## config.mk

```make
export PLATFORM = sky130hd
export DESIGN_NAME = clk_divider_flat
export DESIGN_NICKNAME = d
export VERILOG_FILES = /design/src/rtl/clk_divider_if.sv /design/src/rtl/clk_divider.sv /design/src/flat_wrapper.sv
export SDC_FILE = /design/constraint.sdc
export NUM_CORES = 1
export LEC_CHECK = 0
export ABC_AREA = 1
export CAP_MARGIN = 20
export CORE_MARGIN = 4
export CORE_UTILIZATION = 38
export CTS_BUF_LIST = sky130_fd_sc_hd__clkbuf_4 sky130_fd_sc_hd__clkbuf_8 sky130_fd_sc_hd__clkbuf_16
export CTS_CLUSTER_SIZE = 14
export DETAILED_ROUTE_END_ITERATION = 7
export GPL_TIMING_DRIVEN = 0
export PLACE_DENSITY = 0.66
export SYNTH_ARGS = -nofsm -noshare
export SYNTH_HDL_FRONTEND = slang
export SYNTH_SLANG_ARGS = --single-unit
```

## constraint.sdc

```tcl
create_clock -name clk -period 2.2 [get_ports clk]
set_input_delay 0.44 -clock clk [delete_from_list [all_inputs] [get_ports clk]]
set_output_delay 0.44 -clock clk [all_outputs]
set_load 0.02 [all_outputs]
```

## src/rtl/clk_divider_if.sv

```systemverilog
// clk_divider_if: control/status bundle for the programmable clock divider.
//   master : drives enable, half_period, load; observes the generated outputs.
//   slave  : the divider itself.
//   enable       count enable (low freezes the generator)
//   half_period  requested half-period, captured when load=1
//   load         single-cycle capture request
//   clk_out      generated square wave
//   rise_stb     one-cycle pulse in the first high cycle of clk_out
//   fall_stb     one-cycle pulse in the first low cycle of clk_out
//   active_half  half-period currently in use
//   pending      a captured half-period is waiting for a falling boundary
interface clk_divider_if #(
    parameter int WIDTH = 32
);
    logic             enable;
    logic [WIDTH-1:0] half_period;
    logic             load;
    logic             clk_out;
    logic             rise_stb;
    logic             fall_stb;
    logic [WIDTH-1:0] active_half;
    logic             pending;

    modport master (
        output enable, half_period, load,
        input  clk_out, rise_stb, fall_stb, active_half, pending
    );

    modport slave (
        input  enable, half_period, load,
        output clk_out, rise_stb, fall_stb, active_half, pending
    );
endinterface

```

## src/rtl/clk_divider.sv

```systemverilog
// clk_divider: programmable square-wave / edge-strobe generator.
//   clk    system clock, all state on its rising edge
//   reset  synchronous, active-high
//   bus    clk_divider_if.slave (enable, half_period, load in;
//          clk_out, rise_stb, fall_stb, active_half, pending out)
// clk_out toggles every active_half enabled cycles. New half-periods are
// only applied at a falling boundary so a full period never mixes two
// different half-periods. All outputs are registered.
module clk_divider #(
    parameter int WIDTH        = 32,
    parameter int DEFAULT_HALF = 1136
) (
    input  logic          clk,
    input  logic          reset,
    clk_divider_if.slave  bus
);
    localparam logic [WIDTH-1:0] ONE        = WIDTH'(1);
    localparam logic [WIDTH-1:0] RESET_HALF = (DEFAULT_HALF < 1) ? ONE : WIDTH'(DEFAULT_HALF);

    logic [WIDTH-1:0] count;
    logic [WIDTH-1:0] active_half;
    logic [WIDTH-1:0] pend_val;
    logic             pending;
    logic             clk_out;
    logic             rise_stb;
    logic             fall_stb;
    logic             terminal;
    logic [WIDTH-1:0] req_half;

    // A zero half-period would never reach a terminal count; store it as 1.
    assign req_half = (bus.half_period == '0) ? ONE : bus.half_period;

    // active_half is never 0, so the subtraction cannot wrap.
    assign terminal = (count == active_half - ONE);

    always_ff @(posedge clk) begin
        if (reset) begin
            count       <= '0;
            clk_out     <= 1'b0;
            rise_stb    <= 1'b0;
            fall_stb    <= 1'b0;
            active_half <= RESET_HALF;
            pend_val    <= '0;
            pending     <= 1'b0;
        end else begin
            rise_stb <= 1'b0;
            fall_stb <= 1'b0;

            // Capture is independent of enable; a later load overwrites.
            if (bus.load) begin
                pend_val <= req_half;
                pending  <= 1'b1;
            end

            if (bus.enable) begin
                if (terminal) begin
                    count    <= '0;
                    clk_out  <= ~clk_out;
                    rise_stb <= ~clk_out;
                    fall_stb <= clk_out;
                    // Falling boundary: a value presented this very cycle
                    // wins over an older pending one, and nothing is left
                    // pending either way.
                    if (clk_out) begin
                        if (bus.load) begin
                            active_half <= req_half;
                            pending     <= 1'b0;
                        end else if (pending) begin
                            active_half <= pend_val;
                            pending     <= 1'b0;
                        end
                    end
                end else begin
                    count <= count + ONE;
                end
            end
        end
    end

    assign bus.clk_out     = clk_out;
    assign bus.rise_stb    = rise_stb;
    assign bus.fall_stb    = fall_stb;
    assign bus.active_half = active_half;
    assign bus.pending     = pending;
endmodule

```

## src/flat_wrapper.sv

```systemverilog
// flat-port wrapper written by rule: the top's interface ports become plain ports
module clk_divider_flat 
#(
    parameter int WIDTH        = 32,
    parameter int DEFAULT_HALF = 1136
)
  (clk, reset, bus_enable, bus_half_period, bus_load, bus_clk_out, bus_rise_stb, bus_fall_stb, bus_active_half, bus_pending);
  clk_divider_if #(.WIDTH(WIDTH)) bus_i ();
  input  logic clk;
  input  logic reset;
  input wire logic [$bits(bus_i.enable)-1:0] bus_enable;
  input wire logic [$bits(bus_i.half_period)-1:0] bus_half_period;
  input wire logic [$bits(bus_i.load)-1:0] bus_load;
  output wire logic [$bits(bus_i.clk_out)-1:0] bus_clk_out;
  output wire logic [$bits(bus_i.rise_stb)-1:0] bus_rise_stb;
  output wire logic [$bits(bus_i.fall_stb)-1:0] bus_fall_stb;
  output wire logic [$bits(bus_i.active_half)-1:0] bus_active_half;
  output wire logic [$bits(bus_i.pending)-1:0] bus_pending;
  assign bus_i.enable = bus_enable;
  assign bus_i.half_period = bus_half_period;
  assign bus_i.load = bus_load;
  assign bus_clk_out = bus_i.clk_out;
  assign bus_rise_stb = bus_i.rise_stb;
  assign bus_fall_stb = bus_i.fall_stb;
  assign bus_active_half = bus_i.active_half;
  assign bus_pending = bus_i.pending;
  clk_divider #(.WIDTH(WIDTH), .DEFAULT_HALF(DEFAULT_HALF)) u_core (.clk(clk), .reset(reset), .bus(bus_i));
endmodule
```

==> metrics.md, run 1 <==
| Metric | Value |
|---|---|
| Status | finished, violations left |
| Failing checks | setup timing |
| Longest Clk Path Bufs | 2 |
| Starting DRT DRC Count | 433 |
| RSZ-0062 raised after global routing | true |
| Remaining Overflow, GRT | 0 |
| Die ar. | between 15000 and 20000 um^2 |
| Worst slew pin tran | approximately 0.63 ns |
| Sequential area share after synthesis | 0.331 |
| GPL Wtd Cong | 0.942 |
| ANT nets after route | 0 |
| Max-capacitance violation count | 0 |
| Mapped Area | 6050 um^2 |
| Final worst path period share | 1.13 |
| Die Span Y | between 100 and 150 um |
| Synth Net Count | about 980 |
| Commonest cells after routing, fill and taps aside | nand2_1 (275), nor2_1 (88), dfxtp_1 (79) |
| CTS Sinks | 100 |
| Fin. max-slew vios | 0 |
| Internal | 2.78 mW |
| IO Port Bufs | between 60 and 70 |
| Worst hold path type | in -> reg |
| DIE WIDTH | around 130 um |
| Fmax achieved | 403 MHz |
| CORE AREA | 15400 um^2 |
| CP Launch Type | register |
| Setup ws final | -0.284 ns |
| Final hold vios | 0 |
| DRT Pass-1 Iters | 5 |
| Seq cells post-synth | 100 |
| Peak supply drop | 308 uV |
| Most frequent CP cell | buf_6 |
| Initial antenna violation count | 0 |
| Final setup viols | 67 |
| Vias in the first global route | around 5.7k |
| Sw power | ~960 uW |
| Post-layout util | 0.542 |
| Total GRT Usage | 0.203 |
| Post-synth cell types | 39 |
| CTS tree | done |
| Effective utilization at floorplan | 0.392 |
| Routed vias | around 6.5k |
| Final Power | 3.74 mW |
| DP Cell Count | about 1.2k |
| Leading cell type in the layout, fill and taps excluded | nand2_1 |
| Rows | 45 |
| Cts bufs inserted | 9 |
| CP Data Arrival Time | ~2.8 ns |
| CP Class | reg -> reg |
| Reg clk slew, reported paths | roughly 0.07 ns |
| Net Sw Frac | 0.256 |
| Max stage delay on crit path | roughly 0.34 ns |
| CP Max Fanout | 10 |
| Crit-path cells | buf_6, nor2_4, nand2_4, nor2_8, nand2_4, nor3_1, nor2_1, nand2_1, nor2_2, nand2_2, nor2_2, nand4_1, buf_6, buf_6, nand2_1, a21oi_1 |
| Clock skew | 0.00510 ns |
| CTS Hold Bufs | 0 |
| Worst slew margin | 0.582 |
| First-pass GRT wire length | between 20 and 30 mm |
| WL final | approximately 19 mm |
| IO Count | 72 |
| Layout cell share with drive strength beyond 1 | 0.233 |
| Antenna cells | 0 |
| Leak Pwr | between 3 and 4 nW |
| Final #Nets | approximately 1.1k |
| HPWL after detailed placement | between 10 and 15 mm |
| Wire length per cell | between 15 and 20 um |
| Crit. End Element | register |
| Mean Syn Cell Area | 6.45 um^2 |
| Worst EP required | about 2.5 ns |
| Yosys warns | 0 |
| Final Non-Filler Cells | roughly 1.3k |
| Fin crit period | ~2.5 ns |
| P&R area growth vs syn | 38.3% |
| Part of the power in registers | 0.495 |
| Clock share of power | 0.430 |
| Drt drc | 0 |
| Clk Tree Root Cell | clkbuf_16 |
| Hold slack | around 0.4 ns |
| Largest net degree at the start of global routing | 19 |
| Critical-path top delay cell | dfxtp_2 |
| H-tree levels | 3 |
| Power density cells | 447 nW/um^2 |
| Vias per cell | slightly above 5 |
| Worst skew pair latency | 0.36 ns |
| Logic pwr share | 0.075 |
| Synthesized instance count | about 940 |
## worst max-delay path, delay by kind of cell (launching register included)
family	cells	cell delay, ns
AND/OR/NAND/NOR	12	1.50
buffers and inverters	3	0.43
flip-flops	1	0.34
AO/OA/AOI/OAI	1	0.16
## flip-flops by register name, indices dropped and copies added, names as in the netlist
signal	cells
u_core.bus.rise_stb	1
u_core.count	32
u_core.bus.active_half	32
u_core.bus.clk_out	1
u_core.bus.fall_stb	1
u_core.bus.pending	1
u_core.pend_val	32
## final timing paths
kind	end	cells after the start	slack, ns	from
hold reg to reg	u_core.pend_val[14]	2	0.47	u_core.pend_val[14]
setup reg to reg	u_core.bus.active_half[20]	16	-0.28	u_core.bus.active_half[6]
hold / removal	u_core.count[0]	3	0.39	bus_enable
setup / recovery	u_core.bus.active_half[20]	16	-0.28	u_core.bus.active_half[6]
## kinds of logic (layout without fill, tap and decap cells)
family / after synthesis / after routing / share of synthesized area
xor gates and xnor gates: 45 / 45 / 0.0651
buffers and inverters: 108 / 235 / 0.0773
AOI/OAI and AO/OA: 82 / 82 / 0.0722
adders and majority gates: 2 / 2 / 0.00413
and+or+nand+nor: 601 / 602 / 0.450
DFF: 100 / 100 / 0.331
## power groups by stage
stage	Clock, mW	Sequential, mW	Combinational [mW]
detailed placement	0	1.90	0.249
floorplan	0	1.90	0.132
finish	1.61	1.85	0.280
global route	1.71	1.85	0.310
global placement	0	1.90	0.246
CTS	1.62	1.86	0.264
## synth_stat cells (all sizes together)
library cell / instances / area, um^2
nand2: 320 / 1260
nor2: 145 / 649
dfxtp: 100 / 2000
inv: 72 / 270
a21oi: 64 / 320
nand3: 47 / 250
nand4: 47 / 294
xor2: 29 / 254
buf: 22 / 144
nor3: 16 / 96.4
xnor2: 16 / 140
clkbuf: 13 / 50.0
nand3b: 9 / 67.6
nor4: 9 / 56.3
o21ai: 7 / 35.0
o21bai: 7 / 52.6
or2: 5 / 31.3
and2: 3 / 21.3
ha: 2 / 25.0
a22o: 1 / 8.76
a31oi: 1 / 6.26
clkinv: 1 / 3.75
o211ai: 1 / 7.51
o22ai: 1 / 6.26
## timing repair
action | 4_1_cts | 5_1_grt
setup endpoints to repair | 68 | 68
endpoints found under the hold margin | 0 | 0
gates resized for setup | 98 | 94
gates cloned | 2 | 3
pin swaps | 20 | 36
setup buffers | 21 | 18
## cell type report
class                           instances  area (um^2)
Tap cell                              211          264
Inverter                               73          279
Buffer                                 34          243
Fill cell                            1510         7060
Timing Repair Buffer                  112         1110
Clock buffer                           10          239
Multi-Input combinational cell        731         4130
Sequential cell                       100         2040
Clock inverter                          6         52.6
## per-stage QoR
step	TNS, ns	cell area [um^2]	setup WS, ns
after floorplan	0	6050	0.0000564
after global routing	-19.43	8370	-0.415
after CTS	-4.54	7820	-0.143
after detailed placement	-26.57	7010	-0.501
final	-11.47	8370	-0.284
after global placement	-26.76	7010	-0.510
## per-layer routing
layer / GRT usage / wire length [um] / vias up
met1: 0.259 / 8330 / 2942
met5: 0 / 0 / -
met4: 0.0690 / 470 / 0
met3: 0.0330 / 1120 / 36
li1: - / - / 3277
met2: 0.348 / 9360 / 216
Note: power is estimated with default switching activity, not from simulation.
==> run 2, diff against run 1 <==
--- a/config.mk
+++ b/config.mk
@@ -13,6 +13,7 @@
 export CTS_CLUSTER_SIZE = 14
 export DETAILED_ROUTE_END_ITERATION = 7
 export GPL_TIMING_DRIVEN = 0
+export HOLD_SLACK_MARGIN = 0.12
 export PLACE_DENSITY = 0.66
 export SYNTH_ARGS = -nofsm -noshare
 export SYNTH_HDL_FRONTEND = slang
==> results of run 2 <==
The final DEF is identical to that of run 1; final timing and power are the same.
==> run 3, diff against run 2 <==
--- a/config.mk
+++ b/config.mk
@@ -13,7 +13,6 @@
 export CTS_CLUSTER_SIZE = 14
 export DETAILED_ROUTE_END_ITERATION = 7
 export GPL_TIMING_DRIVEN = 0
-export HOLD_SLACK_MARGIN = 0.12
 export PLACE_DENSITY = 0.66
 export SYNTH_ARGS = -nofsm -noshare
 export SYNTH_HDL_FRONTEND = slang
==> results of run 3 <==
The final DEF is identical to that of run 1; final timing and power are the same.
